$ cat src/rtl/ev20_pkg.sv
// Shared types and sizing constants for the serial FIFO feeder/consumer pair.
package ev20_pkg;

    typedef enum logic [1:0] {
        INIT,
        IDLE,
        SHIFT
    } state_t;

    localparam int FIFO_DEPTH = 4;
    localparam int WORD_W     = 4;

endpackage

$ cat src/rtl/fifo_occ_tracker.sv
// Mirrors the occupancy of a flagless serial FIFO from its push/pop lines.
// Also raises a sticky error when a pop hits an empty FIFO.
module fifo_occ_tracker
    import ev20_pkg::*;
#(
    parameter int  DEPTH = FIFO_DEPTH,
    localparam int OCC_W = $clog2(DEPTH + 1)
) (
    input  logic             clk,
    input  logic             reset_n,
    input  logic             clear,
    input  logic             push,
    input  logic             pop_mon,
    output logic [OCC_W-1:0] occ,
    output logic [OCC_W-1:0] occ_next,
    output logic             err
);

    // Next occupancy: pops are ignored while the FIFO is held in clear and
    // an illegal pop on an empty FIFO saturates at zero.
    always_comb begin
        occ_next = occ;
        if (clear) begin
            occ_next = '0;
        end else if (push && !pop_mon) begin
            occ_next = occ + OCC_W'(1);
        end else if (!push && pop_mon && (occ != '0)) begin
            occ_next = occ - OCC_W'(1);
        end
    end

    // Occupancy register and sticky pop-on-empty flag.
    always_ff @(posedge clk) begin
        if (!reset_n) begin
            occ <= '0;
            err <= 1'b0;
        end else begin
            occ <= occ_next;
            if (pop_mon && !clear && (occ == '0)) begin
                err <= 1'b1;
            end
        end
    end

endmodule

$ cat src/rtl/fifo_feeder.sv
// Serializes W-bit words LSB first into a DEPTH-bit serial FIFO, never
// pushing into a full FIFO, and owns the FIFO clear line.
//
// state | meaning
// INIT  | clear asserted to empty the FIFO after reset
// IDLE  | ready=1, waiting for load
// SHIFT | word captured, pushing bits as FIFO space allows
module fifo_feeder
    import ev20_pkg::*;
#(
    parameter int  W     = WORD_W,
    parameter int  DEPTH = FIFO_DEPTH,
    localparam int OCC_W = $clog2(DEPTH + 1),
    localparam int CNT_W = $clog2(W + 1)
) (
    input  logic             clk,
    input  logic             reset_n,
    input  logic             load,
    input  logic [W-1:0]     D,
    input  logic             pop_mon,
    output logic             ready,
    output logic             push,
    output logic             I,
    output logic             clear,
    output logic [OCC_W-1:0] occ,
    output logic             err
);

    state_t           state, state_nx;
    logic [W-1:0]     sh, sh_nx;
    logic [CNT_W-1:0] cnt, cnt_nx;
    logic             ready_nx, push_nx, i_nx, clear_nx;
    logic [OCC_W-1:0] occ_next;
    logic             room;

    fifo_occ_tracker #(.DEPTH(DEPTH)) u_occ (
        .clk      (clk),
        .reset_n  (reset_n),
        .clear    (clear),
        .push     (push),
        .pop_mon  (pop_mon),
        .occ      (occ),
        .occ_next (occ_next),
        .err      (err)
    );

    // Space for one more bit once this edge's push and pop have landed.
    assign room = (occ_next < OCC_W'(DEPTH));

    // Next-state and next-output decode; the shift and count only advance
    // on an edge that consumes an issued push.
    always_comb begin
        state_nx = state;
        sh_nx    = sh;
        cnt_nx   = cnt;
        ready_nx = ready;
        push_nx  = 1'b0;
        i_nx     = 1'b0;
        clear_nx = 1'b0;
        case (state)
            INIT: begin
                state_nx = IDLE;
                ready_nx = 1'b1;
            end
            IDLE: begin
                ready_nx = 1'b1;
                if (load) begin
                    sh_nx    = D;
                    cnt_nx   = CNT_W'(W);
                    ready_nx = 1'b0;
                    state_nx = SHIFT;
                    push_nx  = room;
                    i_nx     = room & D[0];
                end
            end
            SHIFT: begin
                if (push) begin
                    sh_nx  = sh >> 1;
                    cnt_nx = cnt - CNT_W'(1);
                end
                if (cnt_nx == '0) begin
                    state_nx = IDLE;
                    ready_nx = 1'b1;
                end else begin
                    push_nx = room;
                    i_nx    = room & sh_nx[0];
                end
            end
            default: begin
                state_nx = INIT;
                clear_nx = 1'b1;
                ready_nx = 1'b0;
            end
        endcase
    end

    // State and registered outputs; reset drops any word in flight.
    always_ff @(posedge clk) begin
        if (!reset_n) begin
            state <= INIT;
            sh    <= '0;
            cnt   <= '0;
            ready <= 1'b0;
            push  <= 1'b0;
            I     <= 1'b0;
            clear <= 1'b1;
        end else begin
            state <= state_nx;
            sh    <= sh_nx;
            cnt   <= cnt_nx;
            ready <= ready_nx;
            push  <= push_nx;
            I     <= i_nx;
            clear <= clear_nx;
        end
    end

endmodule

$ cat config.mk
export PLATFORM = sky130hd
export DESIGN_NAME = fifo_feeder
export DESIGN_NICKNAME = d
export VERILOG_FILES = /design/src/rtl/ev20_pkg.sv /design/src/rtl/fifo_occ_tracker.sv /design/src/rtl/fifo_feeder.sv
export SDC_FILE = /design/constraint.sdc
export NUM_CORES = 1
export LEC_CHECK = 0
export CORE_MARGIN = 2
export CORE_UTILIZATION = 35
export CTS_BUF_LIST = sky130_fd_sc_hd__clkbuf_4 sky130_fd_sc_hd__clkbuf_8
export CTS_CLUSTER_DIAMETER = 60
export DETAILED_ROUTE_END_ITERATION = 10
export GPL_ROUTABILITY_DRIVEN = 0
export PLACE_DENSITY = 0.63
export SYNTH_ARGS = -nofsm -noshare
export SYNTH_HDL_FRONTEND = slang
export SYNTH_SLANG_ARGS = --single-unit
$ cat constraint.sdc
create_clock -name clk -period 2.3 [get_ports clk]
set_input_delay 0.23 -clock clk [delete_from_list [all_inputs] [get_ports clk]]
set_output_delay 0.23 -clock clk [all_outputs]
set_load 0.02 [all_outputs]
==> results of run 1 <==
[worst min-delay path, delay by kind of cell (launching register included)]
kind / cells / cell delay (ns)
simple gates: 1 / 0.05
compound gates: 1 / 0.05
flops: 1 / 0.33
[layer usage]
layer	routed length, µm	vias up
li1	-	439
met1	934	408
met2	953	12
met3	88	4
met4	26	0
met5	0	-
[final cells by class]
type | instances | share of cell area, %
clock inverter | 1 | 0.424
clock buffer | 3 | 1.91
tap | 31 | 3.28
inverter | 10 | 3.18
sequential | 17 | 28.8
multi-input combinational | 82 | 49.7
timing repair buffer | 15 | 12.7
[final timing paths]
kind                      endpoint                  start  slack [ns]  cells after the start
max                           push        push$_SDFF_PN0_        0.38                      1
min             ready$_SDFFE_PN0N_     ready$_SDFFE_PN0N_        0.47                      2
max reg2reg  state[0]$_SDFFE_PN0P_  state[0]$_SDFFE_PN0P_        0.42                      6
min reg2reg     ready$_SDFFE_PN0N_     ready$_SDFFE_PN0N_        0.47                      2
[registers in the layout, indices dropped and copies added (netlist names)]
| register | flops |
|---|---|
| clear | 1 |
| sh | 4 |
| push | 1 |
| u_occ.occ | 3 |
| state | 2 |
| cnt | 3 |
| ready | 1 |
| I | 1 |
| u_occ.err | 1 |
[cell usage in the layout (no fill, tap or decap), drive strengths merged, types with 2 or more instances in the layout]
| master | Yosys | routed |
|---|---|---|
| dfxtp | 17 | 17 |
| clkdlybuf4s50 | 0 | 15 |
| inv | 10 | 10 |
| nand2 | 10 | 10 |
| ha | 8 | 8 |
| o21ai | 7 | 7 |
| nor3 | 7 | 7 |
| nor2 | 6 | 6 |
| nand2b | 4 | 4 |
| a21oi | 4 | 4 |
| and2 | 3 | 3 |
| o221a | 3 | 3 |
| clkbuf | 2 | 3 |
| a21boi | 3 | 3 |
| xnor2 | 2 | 2 |
| nor2b | 2 | 2 |
| mux2i | 2 | 2 |
| o21a | 2 | 2 |
| nand4b | 2 | 2 |
| a31oi | 2 | 2 |
[through the flow]
| stage | utilization, % | setup WS, ns |
|---|---|---|
| global route | 43.6 | 0.227 |
| CTS | 43.6 | 0.361 |
| global placement | 42.6 | 0.484 |
| finish | 43.6 | 0.382 |
| detailed placement | 42.6 | 0.413 |
| floorplan | - | 0.710 |
[cell families (layout without fill, tap and decap cells)]
logic type               after synthesis  in the layout
buffers and inverters                 15             29
AND/OR/NAND/NOR                       37             37
AO/OA/AOI/OAI                         32             32
adder cells (fa/ha/maj)                8              8
XOR/XNOR                               2              2
multiplexers                           3              3
flip-flops                            17             17
[power groups by stage]
stage / sequential, mW / combinational (mW) / clock (mW)
global route: 0.337 / 0.155 / 0.187
global placement: 0.340 / 0.137 / 0
floorplan: 0.345 / 0.0872 / 0
finish: 0.334 / 0.139 / 0.164
CTS: 0.334 / 0.140 / 0.176
detailed placement: 0.341 / 0.140 / 0
==> flow_summary.toml, run 1 <==
[run_status]
status = "completed"

[yosys]
syn_nets = 130
synth_compound_area_share_pct = 25.0
yosysWarnings = 0
ys.flop_type = "dfxtp_1"
synth_common_cells = "17 x dfxtp_1, 10 x inv_1, 10 x nand2_1"
avgSynthCellArea_um2 = 8.68
synthCells = 114
ys_types = 37
synthAdderAreaFrac_pct = 10.1
synth_area_leader_cell = "dfxtp_1"
ys_seq_elements = 17
syn_area_um2 = 990
synthXorXnorAreaFrac_pct = 1.77
postSynth.asyncResetShare_pct = 0
synth.area.top_cells = "dfxtp_1 34%, ha_1 10%, inv_1 3.8%"
synth_most_common_cell = "dfxtp_1"
synth.top_cell.area_share_pct = 34.4
synth-edff-count = 0
seq_area_frac_synth_pct = 34.4
synth_top_family_by_area = "compound AO/OA/AOI/OAI gates"
muxShareOfSynthArea_pct = 3.16
synthSimpleGateAreaFrac_pct = 19.2

[global_routing]
grt_first_pass_wirelength_um = 3600
overflow = 0
grt_use_met2_pct = 22.7
grt_usage_pct = 14.0
grt_pass1_vias = 803
use_met3_pct = 4.99
met1_usage_pct = 17.7
grt_max_degree = 18
grt-busiest-layer = "met2"
antenna_found_initial = 0

[placement]
port_buffers = 15
placed_cells = 155
hpwl_um = 1500
place_area_um2 = 1150

[worst_setup_path]
critPathCaptureType = "primary output"
critical_path.startpoint_type = "register"
worst-path-buf-inv = 1
slowest_stage = "clkdlybuf4s50_1"
cp_max_fo = 16
worstPathRequired_ns = 2.07
cp_slowest_stage_delay_ns = 0.71
cp.arrival_ns = 1.69
cpLargestDelayFamily = "buffers and inverters"
critPathKind = "register to primary output"
crit_chain = "clkdlybuf4s50_1"

[sta]
fin_worst_skew_ns = 0.00323
rsz0062_at_grt = "no"
fin_setup_tns_ns = 0
finalHoldViolations = 0
fin_crit_ns = 1.92
drv_slew = 0
tightestPinTransition_ns = 0.572
max_freq_mhz = 521
relSlewSlack_pct = 61.8
post-route-period-util_pct = 83.4
setup_viol = 0
hold_ws_ns = 0.467

[cts]
hold_buffers = 0
clk_pin_slew_ns = 0.10
cts_tree = "yes"
cts_made_buffers = 3
clock_sinks = 17
cts_setup_buffers = 0
htreeDepth = 1
clk_latency_ns = 0.30
cts_resized = 0
cts_root_buffer = "clkbuf_4"
cts_buffer_depth = 2

[cells_and_area]
fill_cells = 276
syn_to_final_growth_pct = 19.3
layout-drive-gt1-share_pct = 7.81
n_antenna_cell = 0
stdcell_area_um2 = 1180
multi_input_area_um2 = 587
stdcell_count = 159
layout.area.seq_um2 = 340
final_nets = 145

[pwr]
swShare_pct = 29.6
cellPowerDensity_nw_per_um2 = 539
ir_drop_uv = 334
power.total_mw = 0.637
p_int_mw = 0.448
switching_power_mw = 0.189
power_leakage_nw = 0.444
combPwrFrac_pct = 21.8
seq_power_share_pct = 52.4
power_frac_clock_pct = 25.8

[die]
die_area_um2 = 3270
die_w_um = 57.2
die_h_um = 57.2
rows = 19
ios = 16
fp.coreArea_um2 = 2710
start_util_pct = 36.5

[detailed_routing]
routedWlPerCell_um = 12.6
viasPerCell = 5.43
routed_wl_um = 2000
ant_nets = 0
drtPass1Iterations = 4
initialDrtViolationCount = 15
via_count = 863
drc = 0

[hold_path]
min_path_type = "register to register"

[job]
max_cap_viol_count = 0
No activity file was read; power rests on OpenSTA's default activity.
==> run 2: changes to the inputs <==
Clock period 2.3 ns to 1.78 ns, I/O delays scaled along.
==> run 2 against run 1 <==
Against the previous run: clock skew up 0.0037 ns; clock power up 26%; wire length up 4.5%; global-route usage up 0.23 points; largest power group unchanged; critical path depth up 5; power up 33%; highest routed layer unchanged.
==> flow_summary.toml, run 2 (synthesis gave the netlist of run 1 again) <==
[cells_and_area]
top_regs = "sh x4, cnt x3, u_occ.occ x3"
n_antenna_cell = 0
finish.utilization_pct = 46.1
largest-register = "sh"
layout-drive-gt1-share_pct = 14.6
final_nets = 154
largest_reg_flops = 4
stdcell_area_um2 = 1250
final_common_cell = "dfxtp_1"
final_cell_mix = "16 x dfxtp_1, 15 x clkdlybuf4s50_1, 10 x inv_1, 10 x nand2_1, 9 x buf_4"
syn_to_final_growth_pct = 26.3
stdcell_count = 168

[cts]
htreeDepth = 1
cts_buffer_depth = 2
cts_tree = "yes"
clock_sinks = 17
cts_root_buffer = "clkbuf_4"
cts_made_buffers = 3
cts_setup_buffers = 0
clk_latency_ns = 0.29
hold_buffers = 0
clk_pin_slew_ns = 0.10

[sta]
setup_viol = 0
max_freq_mhz = 607
fin_worst_skew_ns = 0.00697
finalHoldViolations = 0
drv_slew = 0
post-route-period-util_pct = 92.6
tightestPinTransition_ns = 0.478
rsz0062_at_grt = "no"
fin_setup_tns_ns = 0
fin_crit_ns = 1.65
relSlewSlack_pct = 68.1

[worst_setup_path]
critPathKind = "register to register"
worstPathRequired_ns = 2.01
worst-path-buf-inv = 1
crit_chain = "inv_1, ha_1, xnor2_1, a41oi_2, or3_1, a21boi_1"
cpLargestDelayFamily = "simple AND/OR/NAND/NOR gates"
cp_slowest_stage_delay_ns = 0.41
cp_max_fo = 7
critPathCaptureType = "register"
slowest_stage = "or3_1"
cp.arrival_ns = 1.88
critical_path.startpoint_type = "register"

[pwr]
swShare_pct = 29.3
p_int_mw = 0.598
seq_power_share_pct = 51.1
ir_drop_uv = 484
power.total_mw = 0.845
cellPowerDensity_nw_per_um2 = 676
combPwrFrac_pct = 24.4
switching_power_mw = 0.247
power_leakage_nw = 0.492
power_frac_clock_pct = 24.5

[die]
die_w_um = 57.2
rows = 19
die_h_um = 57.2
start_util_pct = 36.5
ios = 16
fp.coreArea_um2 = 2710
die_area_um2 = 3270

[detailed_routing]
routedWlPerCell_um = 12.5
routed_wl_um = 2090
initialDrtViolationCount = 25
ant_nets = 0
viasPerCell = 5.29
via_count = 889
drc = 0
drtPass1Iterations = 4

[global_routing]
grt_pass1_vias = 836
antenna_found_initial = 0
grt_usage_pct = 14.2
overflow = 0
grt_first_pass_wirelength_um = 3690
grt_max_degree = 16

[hold_path]
min_path_type = "register to register"

[job]
max_cap_viol_count = 0

[placement]
place_area_um2 = 1220
hpwl_um = 1600
placed_cells = 164
port_buffers = 15

[run_status]
status = "completed"
-- run 2: timing repair --
action,in CTS,in global routing
pin swaps,0,1
endpoints found under the hold margin,0,0
setup endpoints to repair,1,1
gates resized for setup,1,0
-- run 2: power by group through the flow --
stage | registers (mW) | clock network, mW | logic (mW)
final | 0.432 | 0.207 | 0.206
after CTS | 0.432 | 0.223 | 0.206
after floorplan | 0.445 | 0 | 0.113
after detailed placement | 0.440 | 0 | 0.205
after global placement | 0.439 | 0 | 0.201
after global routing | 0.436 | 0.244 | 0.226
-- run 2: per-stage QoR --
| stage | setup WS, ns | hold WS, ns |
|---|---|---|
| after detailed placement | 0.134 | 0.450 |
| after global routing | 0.0136 | 0.485 |
| after global placement | 0.190 | 0.447 |
| after floorplan | 0.190 | 0.251 |
| after CTS | 0.108 | 0.470 |
| final | 0.132 | 0.466 |
-- run 2: worst min-delay path: cells and delay by family (launching register included) --
kind               cells  cell delay (ns)
and+or+nand+nor        1             0.05
DFF                    1             0.33
AOI/OAI and AO/OA      1             0.05
-- run 2: final cells by class --
| type | instances | area, µm² |
|---|---|---|
| inverter | 10 | 37.5 |
| timing repair buffer | 24 | 218 |
| clock inverter | 1 | 5.00 |
| clock buffer | 3 | 22.5 |
| sequential | 17 | 342 |
| tap | 31 | 38.8 |
| multi-input combinational | 82 | 587 |
| fill | 271 | 1460 |
-- run 2: worst paths after layout --
path | from | endpoint | slack [ns] | cells after the start
worst min-delay path | ready$_SDFFE_PN0N_ | ready$_SDFFE_PN0N_ | 0.47 | 2
worst max register to register | cnt[1]$_SDFFE_PN0P_ | ready$_SDFFE_PN0N_ | 0.13 | 6
worst max-delay path | cnt[1]$_SDFFE_PN0P_ | ready$_SDFFE_PN0N_ | 0.13 | 6
worst min register to register | ready$_SDFFE_PN0N_ | ready$_SDFFE_PN0N_ | 0.47 | 2
-- run 2: metal layers --
layer,wire [µm],GRT usage [%],share of wire (%),up-vias
met1,983,17.4,47,418
met3,58,2.72,2.8,4
met4,24,5.98,1.1,0
met5,0,0,0,-
li1,-,-,-,455
met2,1030,24.5,49,12
